==> src/rtl/alu_rs_if.sv <==
// Bundles the dispatch, CDB snoop and issue buses of the ALU reservation station.
// The slave modport is the station itself; the master modport is its environment.
interface alu_rs_if #(
    parameter int ROB_IDX_W = 4,
    parameter int OPT_W     = 6
);
    logic                 dsp_valid;
    logic [OPT_W-1:0]     dsp_opt;
    logic [31:0]          dsp_val1;
    logic [31:0]          dsp_val2;
    logic [ROB_IDX_W-1:0] dsp_dep1;
    logic [ROB_IDX_W-1:0] dsp_dep2;
    logic [31:0]          dsp_imm;
    logic [ROB_IDX_W-1:0] dsp_rob_idx;
    logic                 rs_full;

    logic                 cdb_alu_valid;
    logic [ROB_IDX_W-1:0] cdb_alu_src;
    logic [31:0]          cdb_alu_val;
    logic                 cdb_lsb_valid;
    logic [ROB_IDX_W-1:0] cdb_lsb_src;
    logic [31:0]          cdb_lsb_val;

    logic                 rs_valid;
    logic [OPT_W-1:0]     rs_opt;
    logic [31:0]          rs_val1;
    logic [31:0]          rs_val2;
    logic [31:0]          rs_imm;
    logic [ROB_IDX_W-1:0] rs_rob_idx;

    modport master (
        output dsp_valid, dsp_opt, dsp_val1, dsp_val2, dsp_dep1, dsp_dep2, dsp_imm, dsp_rob_idx,
        output cdb_alu_valid, cdb_alu_src, cdb_alu_val, cdb_lsb_valid, cdb_lsb_src, cdb_lsb_val,
        input  rs_full, rs_valid, rs_opt, rs_val1, rs_val2, rs_imm, rs_rob_idx
    );

    modport slave (
        input  dsp_valid, dsp_opt, dsp_val1, dsp_val2, dsp_dep1, dsp_dep2, dsp_imm, dsp_rob_idx,
        input  cdb_alu_valid, cdb_alu_src, cdb_alu_val, cdb_lsb_valid, cdb_lsb_src, cdb_lsb_val,
        output rs_full, rs_valid, rs_opt, rs_val1, rs_val2, rs_imm, rs_rob_idx
    );
endinterface

==> src/rtl/alu_rs.sv <==
// Reservation station for the integer ALU: buffers dispatched ops, snoops both CDBs
// for pending operand tags and issues the lowest-index ready op once per cycle.
module alu_rs #(
    parameter int RS_SIZE   = 8,
    parameter int ROB_IDX_W = 4,
    parameter int OPT_W     = 6
) (
    input  logic    clk,
    input  logic    rst,
    input  logic    rdy,
    input  logic    flush,
    alu_rs_if.slave bus
);
    localparam int IDX_W = $clog2(RS_SIZE);

    typedef struct packed {
        logic [ROB_IDX_W-1:0] dep;
        logic [31:0]          val;
    } opnd_t;

    typedef struct packed {
        logic [OPT_W-1:0]     opt;
        opnd_t                src1;
        opnd_t                src2;
        logic [31:0]          imm;
        logic [ROB_IDX_W-1:0] robIdx;
    } entry_t;

    logic [RS_SIZE-1:0]   busy_q, busy_d;
    entry_t               entry_q [RS_SIZE];
    entry_t               entry_d [RS_SIZE];

    logic                 rsValid_q, rsValid_d;
    logic [OPT_W-1:0]     rsOpt_q, rsOpt_d;
    logic [31:0]          rsVal1_q, rsVal1_d;
    logic [31:0]          rsVal2_q, rsVal2_d;
    logic [31:0]          rsImm_q, rsImm_d;
    logic [ROB_IDX_W-1:0] rsRobIdx_q, rsRobIdx_d;

    logic                 freeFound, readyFound;
    logic [IDX_W-1:0]     freeIdx, readyIdx;

    // Tag 0 means "no dependency", so a waiting operand can never match it.
    function automatic opnd_t resolve(
        input opnd_t                o,
        input logic                 aluValid,
        input logic [ROB_IDX_W-1:0] aluSrc,
        input logic [31:0]          aluVal,
        input logic                 lsbValid,
        input logic [ROB_IDX_W-1:0] lsbSrc,
        input logic [31:0]          lsbVal
    );
        opnd_t r;
        r = o;
        if (o.dep != '0) begin
            if (aluValid && aluSrc == o.dep) begin
                r.dep = '0;
                r.val = aluVal;
            end else if (lsbValid && lsbSrc == o.dep) begin
                r.dep = '0;
                r.val = lsbVal;
            end
        end
        return r;
    endfunction

    always_comb begin
        busy_d     = busy_q;
        entry_d    = entry_q;
        rsValid_d  = rsValid_q;
        rsOpt_d    = rsOpt_q;
        rsVal1_d   = rsVal1_q;
        rsVal2_d   = rsVal2_q;
        rsImm_d    = rsImm_q;
        rsRobIdx_d = rsRobIdx_q;
        freeFound  = 1'b0;
        freeIdx    = '0;
        readyFound = 1'b0;
        readyIdx   = '0;

        // Both selections look only at registered state, so nothing issues on its dispatch edge.
        for (int i = 0; i < RS_SIZE; i++) begin
            if (!busy_q[i] && !freeFound) begin
                freeFound = 1'b1;
                freeIdx   = IDX_W'(i);
            end
            if (busy_q[i] && entry_q[i].src1.dep == '0 && entry_q[i].src2.dep == '0 && !readyFound) begin
                readyFound = 1'b1;
                readyIdx   = IDX_W'(i);
            end
        end

        if (rdy) begin
            for (int i = 0; i < RS_SIZE; i++) begin
                if (busy_q[i]) begin
                    entry_d[i].src1 = resolve(entry_q[i].src1, bus.cdb_alu_valid, bus.cdb_alu_src,
                                              bus.cdb_alu_val, bus.cdb_lsb_valid, bus.cdb_lsb_src,
                                              bus.cdb_lsb_val);
                    entry_d[i].src2 = resolve(entry_q[i].src2, bus.cdb_alu_valid, bus.cdb_alu_src,
                                              bus.cdb_alu_val, bus.cdb_lsb_valid, bus.cdb_lsb_src,
                                              bus.cdb_lsb_val);
                end
            end

            rsValid_d  = readyFound;
            rsOpt_d    = '0;
            rsVal1_d   = '0;
            rsVal2_d   = '0;
            rsImm_d    = '0;
            rsRobIdx_d = '0;
            if (readyFound) begin
                busy_d[readyIdx] = 1'b0;
                rsOpt_d          = entry_q[readyIdx].opt;
                rsVal1_d         = entry_q[readyIdx].src1.val;
                rsVal2_d         = entry_q[readyIdx].src2.val;
                rsImm_d          = entry_q[readyIdx].imm;
                rsRobIdx_d       = entry_q[readyIdx].robIdx;
            end

            if (bus.dsp_valid && freeFound) begin
                busy_d[freeIdx]         = 1'b1;
                entry_d[freeIdx].opt    = bus.dsp_opt;
                entry_d[freeIdx].imm    = bus.dsp_imm;
                entry_d[freeIdx].robIdx = bus.dsp_rob_idx;
                entry_d[freeIdx].src1   = resolve('{dep: bus.dsp_dep1, val: bus.dsp_val1},
                                                  bus.cdb_alu_valid, bus.cdb_alu_src, bus.cdb_alu_val,
                                                  bus.cdb_lsb_valid, bus.cdb_lsb_src, bus.cdb_lsb_val);
                entry_d[freeIdx].src2   = resolve('{dep: bus.dsp_dep2, val: bus.dsp_val2},
                                                  bus.cdb_alu_valid, bus.cdb_alu_src, bus.cdb_alu_val,
                                                  bus.cdb_lsb_valid, bus.cdb_lsb_src, bus.cdb_lsb_val);
            end

            if (flush) begin
                busy_d     = '0;
                rsValid_d  = 1'b0;
                rsOpt_d    = '0;
                rsVal1_d   = '0;
                rsVal2_d   = '0;
                rsImm_d    = '0;
                rsRobIdx_d = '0;
            end
        end
    end

    always_ff @(posedge clk or negedge rst) begin
        if (!rst) begin
            busy_q     <= '0;
            rsValid_q  <= 1'b0;
            rsOpt_q    <= '0;
            rsVal1_q   <= '0;
            rsVal2_q   <= '0;
            rsImm_q    <= '0;
            rsRobIdx_q <= '0;
        end else begin
            busy_q     <= busy_d;
            rsValid_q  <= rsValid_d;
            rsOpt_q    <= rsOpt_d;
            rsVal1_q   <= rsVal1_d;
            rsVal2_q   <= rsVal2_d;
            rsImm_q    <= rsImm_d;
            rsRobIdx_q <= rsRobIdx_d;
        end
    end

    // Payload of a free entry is meaningless, so it needs no reset.
    always_ff @(posedge clk) begin
        entry_q <= entry_d;
    end

    assign bus.rs_full    = &busy_q;
    assign bus.rs_valid   = rsValid_q;
    assign bus.rs_opt     = rsOpt_q;
    assign bus.rs_val1    = rsVal1_q;
    assign bus.rs_val2    = rsVal2_q;
    assign bus.rs_imm     = rsImm_q;
    assign bus.rs_rob_idx = rsRobIdx_q;
endmodule

==> src/flat_wrapper.sv <==
// flat-port wrapper written by rule: the top's interface ports become plain ports
module alu_rs_flat 
#(
    parameter int RS_SIZE   = 8,
    parameter int ROB_IDX_W = 4,
    parameter int OPT_W     = 6
)
  (clk, rst, rdy, flush, bus_dsp_valid, bus_dsp_opt, bus_dsp_val1, bus_dsp_val2, bus_dsp_dep1, bus_dsp_dep2, bus_dsp_imm, bus_dsp_rob_idx, bus_cdb_alu_valid, bus_cdb_alu_src, bus_cdb_alu_val, bus_cdb_lsb_valid, bus_cdb_lsb_src, bus_cdb_lsb_val, bus_rs_full, bus_rs_valid, bus_rs_opt, bus_rs_val1, bus_rs_val2, bus_rs_imm, bus_rs_rob_idx);
  alu_rs_if #(.ROB_IDX_W(ROB_IDX_W), .OPT_W(OPT_W)) bus_i ();
  input  logic clk;
  input  logic rst;
  input  logic rdy;
  input  logic flush;
  input wire logic [$bits(bus_i.dsp_valid)-1:0] bus_dsp_valid;
  input wire logic [$bits(bus_i.dsp_opt)-1:0] bus_dsp_opt;
  input wire logic [$bits(bus_i.dsp_val1)-1:0] bus_dsp_val1;
  input wire logic [$bits(bus_i.dsp_val2)-1:0] bus_dsp_val2;
  input wire logic [$bits(bus_i.dsp_dep1)-1:0] bus_dsp_dep1;
  input wire logic [$bits(bus_i.dsp_dep2)-1:0] bus_dsp_dep2;
  input wire logic [$bits(bus_i.dsp_imm)-1:0] bus_dsp_imm;
  input wire logic [$bits(bus_i.dsp_rob_idx)-1:0] bus_dsp_rob_idx;
  input wire logic [$bits(bus_i.cdb_alu_valid)-1:0] bus_cdb_alu_valid;
  input wire logic [$bits(bus_i.cdb_alu_src)-1:0] bus_cdb_alu_src;
  input wire logic [$bits(bus_i.cdb_alu_val)-1:0] bus_cdb_alu_val;
  input wire logic [$bits(bus_i.cdb_lsb_valid)-1:0] bus_cdb_lsb_valid;
  input wire logic [$bits(bus_i.cdb_lsb_src)-1:0] bus_cdb_lsb_src;
  input wire logic [$bits(bus_i.cdb_lsb_val)-1:0] bus_cdb_lsb_val;
  output wire logic [$bits(bus_i.rs_full)-1:0] bus_rs_full;
  output wire logic [$bits(bus_i.rs_valid)-1:0] bus_rs_valid;
  output wire logic [$bits(bus_i.rs_opt)-1:0] bus_rs_opt;
  output wire logic [$bits(bus_i.rs_val1)-1:0] bus_rs_val1;
  output wire logic [$bits(bus_i.rs_val2)-1:0] bus_rs_val2;
  output wire logic [$bits(bus_i.rs_imm)-1:0] bus_rs_imm;
  output wire logic [$bits(bus_i.rs_rob_idx)-1:0] bus_rs_rob_idx;
  assign bus_i.dsp_valid = bus_dsp_valid;
  assign bus_i.dsp_opt = bus_dsp_opt;
  assign bus_i.dsp_val1 = bus_dsp_val1;
  assign bus_i.dsp_val2 = bus_dsp_val2;
  assign bus_i.dsp_dep1 = bus_dsp_dep1;
  assign bus_i.dsp_dep2 = bus_dsp_dep2;
  assign bus_i.dsp_imm = bus_dsp_imm;
  assign bus_i.dsp_rob_idx = bus_dsp_rob_idx;
  assign bus_i.cdb_alu_valid = bus_cdb_alu_valid;
  assign bus_i.cdb_alu_src = bus_cdb_alu_src;
  assign bus_i.cdb_alu_val = bus_cdb_alu_val;
  assign bus_i.cdb_lsb_valid = bus_cdb_lsb_valid;
  assign bus_i.cdb_lsb_src = bus_cdb_lsb_src;
  assign bus_i.cdb_lsb_val = bus_cdb_lsb_val;
  assign bus_rs_full = bus_i.rs_full;
  assign bus_rs_valid = bus_i.rs_valid;
  assign bus_rs_opt = bus_i.rs_opt;
  assign bus_rs_val1 = bus_i.rs_val1;
  assign bus_rs_val2 = bus_i.rs_val2;
  assign bus_rs_imm = bus_i.rs_imm;
  assign bus_rs_rob_idx = bus_i.rs_rob_idx;
  alu_rs #(.RS_SIZE(RS_SIZE), .ROB_IDX_W(ROB_IDX_W), .OPT_W(OPT_W)) u_core (.clk(clk), .rst(rst), .rdy(rdy), .flush(flush), .bus(bus_i));
endmodule
==> config.mk <==
export PLATFORM = sky130hd
export DESIGN_NAME = alu_rs_flat
export DESIGN_NICKNAME = d
export VERILOG_FILES = /design/src/rtl/alu_rs_if.sv /design/src/rtl/alu_rs.sv /design/src/flat_wrapper.sv
export SDC_FILE = /design/constraint.sdc
export NUM_CORES = 2
export LEC_CHECK = 0
export ABC_AREA = 1
export CORE_ASPECT_RATIO = 0.9
export CORE_UTILIZATION = 50
export CTS_CLUSTER_SIZE = 8
export DETAILED_ROUTE_END_ITERATION = 10
export PLACE_DENSITY = 0.69
export SLEW_MARGIN = 20
export SYNTH_ARGS = -nofsm -noshare
export SYNTH_HDL_FRONTEND = slang
export SYNTH_SLANG_ARGS = --single-unit
==> constraint.sdc <==
create_clock -name clk -period 7.4 [get_ports clk]
set_clock_uncertainty 0.05 [all_clocks]
set_input_delay 0.74 -clock clk [delete_from_list [all_inputs] [get_ports clk]]
set_output_delay 0.74 -clock clk [all_outputs]
set_load 0.01 [all_outputs]
==> flow_summary.yaml <==
power_and_ir_drop:
  leakage_nw: 24.8
  ir_drop_uv: 268
  powerDensity_nw_per_um2: 217
floorplanning:
  ios: 301
  dieHeight_um: 334
  start_util: 0.506
  coreArea_um2: 121000
  die_x_um: 371
  rows: 121
  die_area_um2: 124000
route:
  wire_per_inst_um: 27.4
  drtIter0Drc: 10689
  drc: 0
  ant_nets: 0
  wirelength_mm: 250
  via_per_inst: 6.61
  first_pass_iters: 10
  vias: 60350
yosys:
  synth_common_cells: "1985 x nand2_1, 1125 x nand3_1, 912 x edfxtp_1, 829 x o21ai_0, 478 x o211ai_1"
  ys_seq_area_frac: 0.493
  syn_area_um2: 61400
  yosysUniqueCellTypes: 55
  syn-instance-count: 7487
  yosysWarnings: 0
  synth_ff_type: "edfxtp_1"
  synthesis.nets: 7680
  synth_edf_count: 912
  yosysMostFrequentCell: "nand2_1"
  async_reset_ff_frac: 0.112
  synth_area_leader_cell: "edfxtp_1"
  synthTopCellsByArea: "edfxtp_1 45%, nand2_1 12%, nand3_1 9.2%"
  ys_ff_latch: 1027
  syn_area_per_cell_um2: 8.20
  synth.top_cell.area_share: 0.446
worst_setup_path:
  critical_path.slowest_cell: "nand2_4"
  path_delay_family: "simple AND/OR/NAND/NOR gates"
  cp_num_buf_inv: 2
  crit_arrival_ns: 5.73
  max_stage_delay_ns: 1.16
  critPathLaunchType: "flip-flop"
  cp_cell_sequence: "inv_1, nand3_1, nor2_2, nor2_4, nand2_2, nor2_2, nand4_4, nand2_4, buf_4, nand2_1, nand3_1, nand2_1, o21bai_1"
  end_kind: "flip-flop"
  cp_max_fo: 83
  crit_required_ns: 8.06
  crit_type: "flip-flop to flip-flop"
layout:
  final_cells: 9135
  area_growth_pct: 12.5
  drive_gt1_frac: 0.0630
  nets: 7600
  seq_area_um2: 30300
  n_fill_cell: 10659
  final_core_util: 0.569
  multiInputGateArea_um2: 26400
cts:
  worstSkewPairLatency_ns: 0.80
  cts_tree: "built"
  cts_made_buffers: 147
  cts.sinks: 1027
  cts-htree-levels: 4
  path_clk_slew_ns: 0.05
  root_buffer: "clkbuf_16"
  postCtsSetupRepairBufs: 0
  clk_path_buf_depth: 3
run:
  cap_violations: 0
timing:
  final-hold-violation-count: 0
  tns_ns: 0
  maxSlewHeadroom: 0.141
  setup_viol: 0
  slew_violations: 0
  fmax_mhz: 197
  worst_pin_slew_ns: 1.28
  grt_setup_unrepaired: "no"
  fin_crit_sh: 0.685
  finalCriticalPeriod_ns: 5.07
worst_hold_path:
  hold_path.class: "flip-flop to flip-flop"
status:
  outcome: "complete, no violations"
global_routing:
  grt_first_pass_wirelength_mm: 363
  overflow: 0
  grt_max_degree: 223
  antenna_found_initial: 18
  grt_pass1_vias: 55182
  grt_usage: 0.393
placed_design:
  dp_hpwl_mm: 144
  gp_congestion: 0.990
  portBuffers: 300
  place_inst: 8853
==> cells in the final DEF, fill, tap and decap left out, types with 80 or more instances in the layout <==
cell and instances:
clkbuf_16 155, edfxtp_1 912, o21ai_1 339, nor2_1 104, clkdlybuf4s50_1 298, dfrtp_1 115
o21ai_0 829, inv_1 405, o211ai_1 478, nand2_1 1980, nand3_1 1124, a21oi_1 80
buf_4 141, clkbuf_1 108
==> area by class of cell <==
| class | instances | share of cell area |
|---|---|---|
| timing repair buffer | 450 | 0.0617 |
| inverter | 476 | 0.0260 |
| clock buffer | 263 | 0.0621 |
| tap | 1599 | 0.0290 |
| multi-input combinational | 5305 | 0.382 |
| clock inverter | 4 | 0.000508 |
| antenna | 11 | 0.000399 |
| sequential | 1027 | 0.438 |
==> worst reg2reg max path, stage by stage, from the launching register on <==
cell and delay (ns):
edfxtp_1 0.43, inv_1 0.10, nand3_1 0.32, nor2_2 0.15, nor2_4 0.19, nand2_2 0.08
nor2_2 0.15, nand4_4 0.64, nand2_4 1.17, buf_4 0.98, nand2_1 0.28, nand3_1 0.19
nand2_1 0.07, o21bai_1 0.18
==> metal layers <==
layer  vias to the layer above  wire (um)  GRT usage
met5                         -        218          0
li1                      26143          -          -
met4                        12      14200      0.204
met2                      5089     102000      0.548
met3                       984      42700      0.155
met1                     28122      91000      0.524
==> power breakdown <==
group	leakage (nW)	internal, mW	switching [mW]
combinational	12.5	0.498	1.14
clock	2.06	3.87	2.63
sequential	10.3	6.67	0.160
==> timing repair <==
item                                   4_1_cts  5_1_grt
endpoints found under the hold margin       22        0
hold buffers                                 1        0
gates resized for setup                      0        0
==> final timing paths <==
path / from / end / cells after the start / slack (ns)
max: u_core.entry_q[524] / u_core.bus.rs_val2[4] / 13 / 2.33
min: u_core.bus.rs_rob_idx[2] / u_core.bus.rs_rob_idx[2] / 2 / 0.43
max reg2reg: u_core.entry_q[524] / u_core.bus.rs_val2[4] / 13 / 2.33
min reg2reg: u_core.bus.rs_rob_idx[2] / u_core.bus.rs_rob_idx[2] / 2 / 0.43
max in group asynchronous: rst / u_core.bus.rs_val1[21] / 3 / 5.49
min in group asynchronous: rst / u_core.bus.rs_val2[2] / 2 / 0.52
==> stage by stage <==
step                worst slack, ns  instance area (um2)  hold WS, ns  power (mW)
global placement               2.32                64600        0.421        8.44
detailed placement             2.19                64600        0.425        8.48
CTS                            2.61                68900        0.437        14.9
finish                         2.33                69000        0.434        15.0
global route                   2.25                69000        0.460        15.3
floorplan                      1.54                61400        0.394        7.79
==> cells by family after synthesis <==
| group | share of synthesized area |
|---|---|
| AO/OA/AOI/OAI | 0.184 |
| AND/OR/NAND/NOR | 0.240 |
| flip-flops | 0.493 |
| XOR/XNOR | 0.00214 |
| buffers and inverters | 0.0806 |
No activity file was read; power rests on OpenSTA's default activity.
